===== src/rtl/count_pkg.sv =====
// count_pkg: shared 3-bit value constants and the checker FSM encoding.
package count_pkg;
    localparam logic [2:0] V0 = 3'd0;
    localparam logic [2:0] V1 = 3'd1;
    localparam logic [2:0] V2 = 3'd2;
    localparam logic [2:0] V3 = 3'd3;
    localparam logic [2:0] V4 = 3'd4;
    localparam logic [2:0] V5 = 3'd5;
    localparam logic [2:0] V6 = 3'd6;
    localparam logic [2:0] V7 = 3'd7;
    localparam logic [2:0] HOLD_VAL = V6;
    localparam logic [2:0] ILLEGAL_VAL = V7;
    typedef enum logic [1:0] {SYNC, TRACK, HOLD} state_t;
endpackage


===== src/rtl/count_next_lut.sv =====
// count_next_lut: legal successor of a counter sample given the inorder input that produced it.
module count_next_lut
    import count_pkg::*;
(
    input  logic [2:0] i_c,
    input  logic       i_inorder,
    output logic [2:0] o_next,
    output logic       o_enter_hold
);
    always_comb begin
        case (i_c)
            V0: o_next = V1;
            V1: o_next = i_inorder ? V2 : V4;
            V2: o_next = i_inorder ? V3 : V5;
            V3: o_next = i_inorder ? V4 : V6;
            V4: o_next = i_inorder ? V5 : V2;
            V5: o_next = i_inorder ? V6 : V3;
            V6: o_next = i_inorder ? V6 : V1;
            // an illegal 7 has no successor; restart the prediction at 0
            default: o_next = V0;
        endcase
    end
    assign o_enter_hold = (i_c == HOLD_VAL) && i_inorder;
endmodule


===== config.mk =====
export PLATFORM = sky130hd
export DESIGN_NAME = count_next_lut
export DESIGN_NICKNAME = d
export VERILOG_FILES = /design/src/rtl/count_pkg.sv /design/src/rtl/count_next_lut.sv
export SDC_FILE = /design/constraint.sdc
export NUM_CORES = 1
export LEC_CHECK = 0
export ABC_AREA = 1
export CORE_AREA = 2 2 39 41
export DETAILED_ROUTE_END_ITERATION = 10
export DIE_AREA = 0 0 41 43
export GPL_TIMING_DRIVEN = 1
export PLACE_DENSITY = 0.35
export SETUP_SLACK_MARGIN = 0.5
export SYNTH_ARGS = -nofsm -noshare
export SYNTH_HDL_FRONTEND = slang
export SYNTH_SLANG_ARGS = --single-unit

===== constraint.sdc =====
create_clock -name vclk -period 0.8
set_input_delay 0.16 -clock vclk [all_inputs]
set_output_delay 0.16 -clock vclk [all_outputs]
set_load 0.02 [all_outputs]

==> flow_metrics.tcl, run 1 <==
set metrics [dict create \
    run_status "finished, violations left" \
    violations "negative setup slack" \
    dieArea_um2 1760 \
    cell_count_after_placement 56 \
    finalNetCount 47 \
    synth_largest_type_area_fraction 0.388 \
    fill_cells 153 \
    syn_avg_cell_area_um2 4.09 \
    first_pass_grt_wire_length_um 669 \
    synthCells 26 \
    power_density_nw_per_um2 616 \
    setup-violations-final 4 \
    top_usage_layer "met2" \
    timing.critical_path.to_type "output port" \
    critical_path_class "primary input to output port" \
    grt_antenna_before_repair 0 \
    vias_in_the_first_global_route 173 \
    timing.critical_path.fanout_max 6 \
    global_route.usage.met1 0.0601 \
    min_delay_worst_endpoint "o_next[1]" \
    initial_util 0.0769 \
    min_path_cells 4 \
    final_util 0.318 \
    ant_nets 0 \
    seq_cell_area_um2 0 \
    p_leak_nw 0.212 \
    groute.layer.met3.usage 0 \
    report.final.hold_viol_count 0 \
    stdcell_count 57 \
    die_width_um 41 \
    netlist_area_um2 106 \
    finalInstanceArea_um2 440 \
    yosys_warnings 0 \
    diodes 0 \
    die_y_um 43 \
    min_from "i_c[1]" \
    layout_setup_ws_ns -0.168 \
    slew_headroom 0.891 \
    grt_start_max_net_pins 7 \
    top_level_ports 8 \
    placedInstanceArea_um2 360 \
    min_path_type "primary input to output port" \
    max-vdd-ir-drop_mv 0.179 \
    fin_crit_ns 0.968 \
    drive_gt1_frac 0.902 \
    viasPerCell 3.56 \
    num_vias 203 \
    place_hpwl_um 342 \
    areaGrowthSynthToFinish_pct 314 \
    crit_arrival_ns 0.81 \
    groute.layer.met2.usage 0.103 \
    synth_seq_area_share 0 \
    seq_cell_count 0 \
    fin_crit_sh 1.21 \
    report.final.slew_viol_count 0 \
    global_route.overflow_total 0 \
    setup.worst_path.start_class "primary input" \
    worst-endpoint-required_ns 0.64 \
    synth.net_count 30 \
    drt-total-wl_um 453 \
    detail_route.first_pass.iterations 1 \
    coreArea_um2 1380 \
    cap_viol_max_count 0 \
    tightest_slew_ns 0.164 \
    clock_buffers 0 \
    worst_hold_check_slack_ns 0.736 \
    post_drt_wl_per_cell_um 7.95 \
    route.detailed.drc 0 \
    post_synth_main_area_contributors "nand2_1, nor2_1, inv_1" \
    finalSetupTns_ns -0.555 \
    max_freq_ghz 1.03 \
    place.gp.congestion 0.737 \
    synthDominantAreaCellType "nand2_1" \
    dr.first_iter.drc_count 0 \
    unrepaired_setup_endpoints_after_global_routing "true" \
    grt_util_overall 0.0519 \
    rows 14 \
    synth_cell_type_count 7 \
    number_of_buffer_cells_added_on_primary_ports 8 \
]
## where the power goes
group / internal [mW] / switching [mW] / total (mW)
Combinational: 0.137 / 0.134 / 0.271
Clock: 0 / 0 / 0
Sequential: 0 / 0 / 0
## cell type report
cell class                      instances  area, um2  area share
Timing Repair Buffer                   15        168       0.381
Multi-Input combinational cell         21        205       0.466
Tap cell                               16       20.0      0.0455
Inverter                                5       47.5       0.108
## logic make-up after synthesis
family / count (synthesis) / synth area share
AOI/OAI and AO/OA: 3 / 0.141
buffers and inverters: 5 / 0.176
and+or+nand+nor: 18 / 0.682
## worst max-delay path, stage by stage
cell and delay, ns:
buf_6 0.09, buf_12 0.13, nor2_1 0.12, nand2_2 0.08
nand2_4 0.06, nor2_4 0.04, buf_6 0.12
## stage by stage
stage	setup WS [ns]	power (mW)
after global placement	-1.12	0.221
final	-0.168	0.271
after detailed placement	-1.13	0.220
after floorplan	0.139	0.107
after CTS	-0.178	0.248
after global routing	-0.200	0.288
## layout by cell type (no fill, tap or decap)
cell / count
nand2_2: 5
clkinv_8: 1
buf_12: 2
nand2_4: 7
buf_4: 5
inv_1: 1
nand2_8: 1
o21ai_4: 2
nor2_1: 3
inv_16: 1
inv_2: 2
buf_6: 8
o21ai_2: 1
nor2_4: 2
## cells in the mapped netlist, drive strengths merged
| library cell | number |
|---|---|
| o21ai | 3 |
| nand2 | 13 |
| nor2 | 5 |
| inv | 5 |
## metal layers
layer,vias to the layer above,wire [um]
met4,0,0
met3,0,12
li1,106,-
met2,2,289
met1,95,152
met5,-,0
## worst max path at each step
stage                         start   endpoint  slack [ns]  cells past startpoint
after floorplan              i_c[2]  o_next[0]        0.14                      5
after global placement       i_c[1]  o_next[2]       -1.12                      6
after detailed placement     i_c[1]  o_next[1]       -1.13                      4
after CTS                 i_inorder  o_next[0]       -0.18                      8
after global routing      i_inorder  o_next[0]       -0.20                      8
final                     i_inorder  o_next[0]       -0.17                      7
## repair_timing
action / CTS / global route
resized for setup: 53 / 8
setup buffers: 0 / 1
setup endpoints to repair: 4 / 4
pin swaps: 8 / 9
hold buffers: 0 / 0
(Power assumes the default switching activity.)
==> run 2, diff against run 1 <==
--- a/config.mk
+++ b/config.mk
@@ -15,3 +15,4 @@
 export SYNTH_ARGS = -nofsm -noshare
 export SYNTH_HDL_FRONTEND = slang
 export SYNTH_SLANG_ARGS = --single-unit
+export TNS_END_PERCENT = 5
==> flow_metrics.tcl, run 2 (synthesized netlist as in run 1, its figures left out) <==
set metrics [dict create \
    critical_path_class "primary input to output port" \
    dieArea_um2 1760 \
    die_y_um 43 \
    post-cts-setup-buffers 0 \
    drt-total-wl_um 409 \
    post_drt_wl_per_cell_um 7.30 \
    min_path_type "primary input to output port" \
    place.gp.congestion 0.710 \
    power_density_nw_per_um2 616 \
    max-vdd-ir-drop_mv 0.281 \
    cap_viol_max_count 0 \
    global_route.overflow_total 0 \
    coreArea_um2 1380 \
    layout.cells.most_common_list "buf_6, nand2_2, nand2_4" \
    setup.worst_path.start "i_c[2]" \
    top_level_ports 8 \
    fin_crit_ns 0.960 \
    seq_cell_count 0 \
    final_util 0.293 \
    endpoint "o_next[0]" \
    grt_antenna_before_repair 0 \
    viasPerCell 3.73 \
    cell_count_after_placement 56 \
    finalInstanceArea_um2 405 \
    tightest_slew_ns 0.163 \
    unrepaired_setup_endpoints_after_global_routing "true" \
    p_leak_nw 0.199 \
    violations "negative setup slack" \
    run_status "finished, violations left" \
    num_vias 209 \
    fin_crit_sh 1.20 \
    diodes 0 \
    route.detailed.drc 0 \
    dr.first_iter.drc_count 1 \
    most_common_cell_after_layout_fill_and_taps_aside "buf_6" \
    report.final.slew_viol_count 0 \
    ant_nets 0 \
    seq_cell_area_um2 0 \
    post-place-ws_ns -1.14 \
    initial_util 0.0769 \
    die_width_um 41 \
    areaGrowthSynthToFinish_pct 281 \
    timing.critical_path.fanout_max 3 \
    grt_util_overall 0.0450 \
    number_of_buffer_cells_added_on_primary_ports 8 \
    vias_in_the_first_global_route 169 \
    slew_headroom 0.891 \
    finalNetCount 46 \
    first_pass_grt_wire_length_um 614 \
    finalSetupTns_ns -0.571 \
    setup.worst_path.start_class "primary input" \
    setup-violations-final 4 \
    grt_start_max_net_pins 7 \
    max_freq_ghz 1.04 \
    drive_gt1_frac 0.900 \
    layout_setup_ws_ns -0.160 \
    clock_buffers 0 \
    crit_arrival_ns 0.80 \
    place_hpwl_um 346 \
    worst-endpoint-required_ns 0.64 \
    stdcell_count 56 \
    rows 14 \
    timing.critical_path.to_type "output port" \
    placedInstanceArea_um2 358 \
    report.final.hold_viol_count 0 \
    detail_route.first_pass.iterations 4 \
]
-- run 2: stage by stage --
step,power [mW],hold slack [ns]
floorplan,0.105,0.419
global placement,0.217,1.54
detailed placement,0.218,1.54
CTS,0.247,0.723
global route,0.263,0.731
finish,0.250,0.719
-- run 2: layout make-up --
class | instances | area (um2)
fillers | 147 | 978
inverters | 5 | 42.5
multi-input cells | 21 | 184
well taps | 16 | 20.0
repair buffers | 14 | 159
-- run 2: power by group --
group	internal [mW]	switching (mW)	total, mW
combinational	0.126	0.123	0.250
sequential	0	0	0
clock	0	0	0
total	0.126	0.123	0.250
-- run 2: worst min-delay path by stage --
stage	startpoint	to	slack [ns]	cells after the start
after floorplan	i_c[2]	o_next[2]	0.42	2
after global placement	i_c[2]	o_next[2]	1.54	5
after detailed placement	i_c[2]	o_next[2]	1.54	5
after CTS	i_inorder	o_next[1]	0.72	5
after global routing	i_inorder	o_next[1]	0.73	5
final	i_inorder	o_next[1]	0.72	5
-- run 2: repair_timing --
item	in CTS	in global routing
hold buffers	0	0
resized for setup	56	3
cloned	0	0
setup endpoints to repair	4	4
pin swaps	7	1
-- run 2: routing by layer --
metal	GRT usage	vias to the layer above	part of all wire
li1	-	107	-
met4	0	0	0
met3	0	0	0.071
met2	0.0781	6	0.50
met5	0	-	0
met1	0.0633	96	0.43
-- run 2: worst max-delay path, cell delays in order --
cell     delay (ns)
buf_6          0.09
buf_12         0.13
inv_16         0.05
nor2_4         0.03
nand2_2        0.07
nand2_4        0.05
nor2_4         0.09
buf_6          0.11
==> run 3, diff against run 2 <==
--- a/config.mk
+++ b/config.mk
@@ -12,6 +12,7 @@
 export GPL_TIMING_DRIVEN = 1
 export PLACE_DENSITY = 0.35
 export SETUP_SLACK_MARGIN = 0.5
+export SLEW_MARGIN = 30
 export SYNTH_ARGS = -nofsm -noshare
 export SYNTH_HDL_FRONTEND = slang
 export SYNTH_SLANG_ARGS = --single-unit
==> results of run 3 <==
No change in the layout: final DEF, timing and power equal those of run 2.
